**src/rtl/sub_serial.sv**
```systemverilog
// Bit-serial two's-complement subtractor: a - b, one bit per clock, LSB first.
// Operands load on a start request; result and final borrow report with a level done handshake.
module sub_serial #(
    parameter int unsigned WIDTH = 8
) (
    input  logic             clk,
    input  logic             rst,
    input  logic             en,
    input  logic [WIDTH-1:0] a,
    input  logic [WIDTH-1:0] b,
    output logic [WIDTH-1:0] out,
    output logic             borrow_out,
    output logic             busy,
    output logic             done
);

    localparam int unsigned CntW = (WIDTH > 1) ? $clog2(WIDTH) : 1;
    localparam logic [CntW-1:0] LastCnt = CntW'(WIDTH - 1);

    typedef enum logic [1:0] {
        StIdle,
        StSub,
        StDone
    } state_e;

    state_e            state_q, state_d;
    logic [WIDTH-1:0]  a_q, a_d;
    logic [WIDTH-1:0]  b_q, b_d;
    logic [WIDTH-1:0]  out_q, out_d;
    logic              borrow_q, borrow_d;
    logic [CntW-1:0]   cnt_q, cnt_d;
    logic              diff_bit;
    logic              borrow_nxt;

    // Full-subtractor cell on the current LSBs.
    always_comb begin
        diff_bit   = a_q[0] ^ b_q[0] ^ borrow_q;
        borrow_nxt = (~a_q[0] & b_q[0]) | (~a_q[0] & borrow_q) | (b_q[0] & borrow_q);
    end

    always_comb begin
        state_d  = state_q;
        a_d      = a_q;
        b_d      = b_q;
        out_d    = out_q;
        borrow_d = borrow_q;
        cnt_d    = cnt_q;
        unique case (state_q)
            StIdle: begin
                if (en) begin
                    a_d      = a;
                    b_d      = b;
                    borrow_d = 1'b0;
                    cnt_d    = '0;
                    out_d    = '0;
                    state_d  = StSub;
                end
            end
            StSub: begin
                borrow_d = borrow_nxt;
                out_d    = {diff_bit, out_q[WIDTH-1:1]};
                a_d      = {1'b0, a_q[WIDTH-1:1]};
                b_d      = {1'b0, b_q[WIDTH-1:1]};
                cnt_d    = cnt_q + 1'b1;
                if (cnt_q == LastCnt) begin
                    state_d = StDone;
                end
            end
            StDone: begin
                // Four-phase: wait for en to drop before accepting another start.
                if (!en) begin
                    state_d = StIdle;
                end
            end
            default: begin
                state_d = StIdle;
            end
        endcase
    end

    always_ff @(posedge clk or negedge rst) begin
        if (!rst) begin
            state_q  <= StIdle;
            a_q      <= '0;
            b_q      <= '0;
            out_q    <= '0;
            borrow_q <= 1'b0;
            cnt_q    <= '0;
        end else begin
            state_q  <= state_d;
            a_q      <= a_d;
            b_q      <= b_d;
            out_q    <= out_d;
            borrow_q <= borrow_d;
            cnt_q    <= cnt_d;
        end
    end

    always_comb begin
        out        = out_q;
        borrow_out = borrow_q;
        busy       = (state_q == StSub);
        done       = (state_q == StDone);
    end

endmodule

```
**config.mk**
```make
export PLATFORM = sky130hd
export DESIGN_NAME = sub_serial
export DESIGN_NICKNAME = d
export VERILOG_FILES = /design/src/rtl/sub_serial.sv
export SDC_FILE = /design/constraint.sdc
export NUM_CORES = 1
export LEC_CHECK = 0
export ABC_AREA = 1
export CAP_MARGIN = 25
export CORE_UTILIZATION = 25
export CTS_CLUSTER_SIZE = 10
export DETAILED_ROUTE_END_ITERATION = 10
export PLACE_DENSITY_LB_ADDON = 0.2
export SLEW_MARGIN = 20
export SYNTH_ARGS = -nofsm -noshare
export SYNTH_HDL_FRONTEND = slang
export SYNTH_SLANG_ARGS = --single-unit
```
**constraint.sdc**
```tcl
create_clock -name clk -period 1.5 [get_ports clk]
set_input_delay 0.225 -clock clk [delete_from_list [all_inputs] [get_ports clk]]
set_output_delay 0.225 -clock clk [all_outputs]
set_load 0.01 [all_outputs]
```
==> run metrics <==
status=completed; most repeated cell in the gate-level netlist after synthesis=sky130_fd_sc_hd__nand2_1; Total Negative Setup Slacks=0 ps; share of cells above drive strength 1=0.0929; share of the cycle needed by the critical path after routing=0.949; Clock Sinks=30; post-synthesis instance area=0.00151 sq mm; net count of the finished layout=249; number of distinct standard cells referenced by the synthesized netlist=18; CP max stage cell=sky130_fd_sc_hd__dfrtp_1; critical-path maximum fanout=2; FILL cells=606; Die X-Extent=79.8 um; RSZ-0062 raised after global routing=no; buffers plus inverters on the worst setup path=2; final weighted congestion in routability-driven placement=0.680; CTS Root Cell=sky130_fd_sc_hd__clkbuf_8; Detailed Route Iter0 Violations=55; Critical Path AT=1200 ps; Clock transition at path regs=60 ps; synthesized net count=212; total leakage power=1.08 nW; crit-path cells=buf_4, nor2_4, clkdlybuf4s15_1; # setup viols final=0; number of antenna diodes=0; number of placed I/O pins=30; proportion of register bits with asynchronous set or reset after synthesis=1.00; fraction of the yosys area taken by sequential cells=0.496; relative slew slack=0.850; global routing met3 resource utilization=0.0331; post-layout min period=1420 ps; Routed WL per cell=11.0 um; biggest area consumer among synthesized cells=sky130_fd_sc_hd__dfrtp_1; placement row count=27; Via-to-Cell Ratio=4.00; Final Max Slew Viols=0; CTS tree=built; gr ovfl total=0; Post-synth top flop=sky130_fd_sc_hd__dfrtp_1; Critical Path Source=state_q[1]$_DFFE_PN0P_; # DRC=0; number of detailed-routing iterations run before antenna repair=4; GR met1 Demand/Resource=0.158; number of cells on the critical path=3; cell count after synthesis=190; Yosys top cell area share=0.496; total die area=0.00637 sq mm; average cell area after synthesis=7.97 sq um; antenna violations before repair=0; Max Fclk=0.703 GHz; worst flop-to-flop path endpoint=a_q[7]$_DFFE_PN0P_; total global-route track usage=0.120; Setup crit end kind=output pin; number of buffers added by the clock tree synthesis step=5; synth top area cells=sky130_fd_sc_hd__dfrtp_1 (50%), sky130_fd_sc_hd__nand2_1 (19%), sky130_fd_sc_hd__nand3_1 (9.3%); R2R Setup Slk=310 ps; depth of the CTS H-tree=2; Final Hold Fails=0; gr busiest metal=met2; overall die height=79.8 um; worst hold-check path type=in2async; multi-input combinational cell area=571 sq um; quantity of hold-fixing buffers added after cts=0; Synth-to-Final Area Change=32.7%; number of warnings reported in the yosys synthesis log=0; Core Footprint=0.00568 sq mm; number of synthesized flops with an enable pin=0; first-pass GRT wire length=5.75 mm; end point of the critical path=busy; max cap viols=0; Worst path top cell family by delay=flip-flops; Slowest Stage Delay on Critical Path=400 ps; number of buffers added on ports=29; total via count in the routed design=1192; area occupied by registers=751 sq um; post-detailed-routing wire length=3.28 mm; P per Cell Area=1940 mW/mm^2; antenna viol nets, final=0; Max Root-Sink Buffers=2; starting density of the core=0.267; Fin Clk Skew=4.08 ps; largest net degree at the start of global routing=31; RR Startpoint=state_q[1]$_DFFE_PN0P_; path depth of the worst reg2reg path=5; number of storage elements in the synthesis netlist=30; Startpoint Class=register; clock latency at the later pin of the worst-skew pair=270 ps; crit path kind=reg2out; critical path required time=1270 ps; Final HPWL DP=2.21 mm; met2 Use GR=0.181; Peak VDD IR=0.000604 V; actual slew at the worst max-slew pin=225 ps; number of global-route vias before repair=1208; total power of the final layout=3.91 mW; most frequent cells after synthesis=sky130_fd_sc_hd__nand2_1 (78), sky130_fd_sc_hd__dfrtp_1 (30), sky130_fd_sc_hd__inv_1 (30), sky130_fd_sc_hd__nand3_1 (28), sky130_fd_sc_hd__buf_6 (5)
timing repair:
action                     in CTS  in global routing
setup endpoints to repair       2                  2
setup buffers                   1                  0
resized for setup               2                  2
area by class of cell:
class,count,share of cell area
Sequential cell,30,0.374
Multi-Input combinational cell,121,0.284
Timing Repair Buffer,38,0.197
Inverter,31,0.0592
Tap cell,72,0.0448
Clock buffer,6,0.0411
layout by cell type, fill, tap and decap left out, types with 2 or more instances in the layout:
| master | netlist | layout |
|---|---|---|
| sky130_fd_sc_hd__nor2_1 | 2 | 2 |
| sky130_fd_sc_hd__inv_1 | 30 | 30 |
| sky130_fd_sc_hd__nand2_1 | 78 | 78 |
| sky130_fd_sc_hd__nand2_4 | 2 | 2 |
| sky130_fd_sc_hd__nand3_1 | 28 | 28 |
| sky130_fd_sc_hd__o21ai_0 | 2 | 2 |
| sky130_fd_sc_hd__o21ai_1 | 2 | 2 |
| sky130_fd_sc_hd__ha_1 | 2 | 2 |
| sky130_fd_sc_hd__dfrtp_1 | 30 | 30 |
| sky130_fd_sc_hd__buf_12 | 0 | 3 |
| sky130_fd_sc_hd__clkdlybuf4s50_1 | 0 | 26 |
| sky130_fd_sc_hd__buf_4 | 1 | 6 |
| sky130_fd_sc_hd__clkbuf_8 | 0 | 6 |
logic make-up (layout without fill, tap and decap cells):
kind of cell               after synthesis  in the layout  synth area share
buffers and inverters                   39             75             0.127
DFF                                     30             30             0.496
AOI/OAI and AO/OA                        6              6            0.0298
and+or+nand+nor                        112            112             0.317
adders and majority gates                3              3            0.0297
sequential cells by signal (all words and copies together) (netlist names):
register,cells
a_q,8
b_q,8
borrow_out,1
cnt_q,3
out,8
state_q,2
power by group:
group / switching [mW] / internal (mW) / total [mW]
clock network: 0.268 / 0.353 / 0.621
registers: 0.236 / 1.19 / 1.43
logic: 0.995 / 0.863 / 1.86
total: 1.50 / 2.41 / 3.91
how the worst min path moves through the flow:
stage,endpoint,cells past startpoint
2_1_floorplan,a_q[0]$_DFFE_PN0P_,0
3_3_place_gp,out[0]$_DFFE_PN0P_,2
3_5_place_dp,out[0]$_DFFE_PN0P_,2
4_1_cts,a_q[7]$_DFFE_PN0P_,2
5_1_grt,state_q[1]$_DFFE_PN0P_,2
6_report,state_q[1]$_DFFE_PN0P_,2
metal layers:
layer	share of wire	routed length (um)
met1	0.51	1670
met5	0	0
met3	0.038	125
met4	0.017	57
met2	0.44	1430
per-stage QoR:
stage	instances	hold slack (ps)	setup slack, ps	instance area, sq um	utilization
2_1_floorplan	190	-70.6	367	1510	-
3_3_place_gp	291	456	129	1920	0.338
3_5_place_dp	291	465	136	1920	0.338
4_1_cts	298	309	26.5	2010	0.353
5_1_grt	298	334	17.8	2010	0.354
6_report	298	310	77.2	2010	0.354
Note: power is estimated with default switching activity, not from simulation.
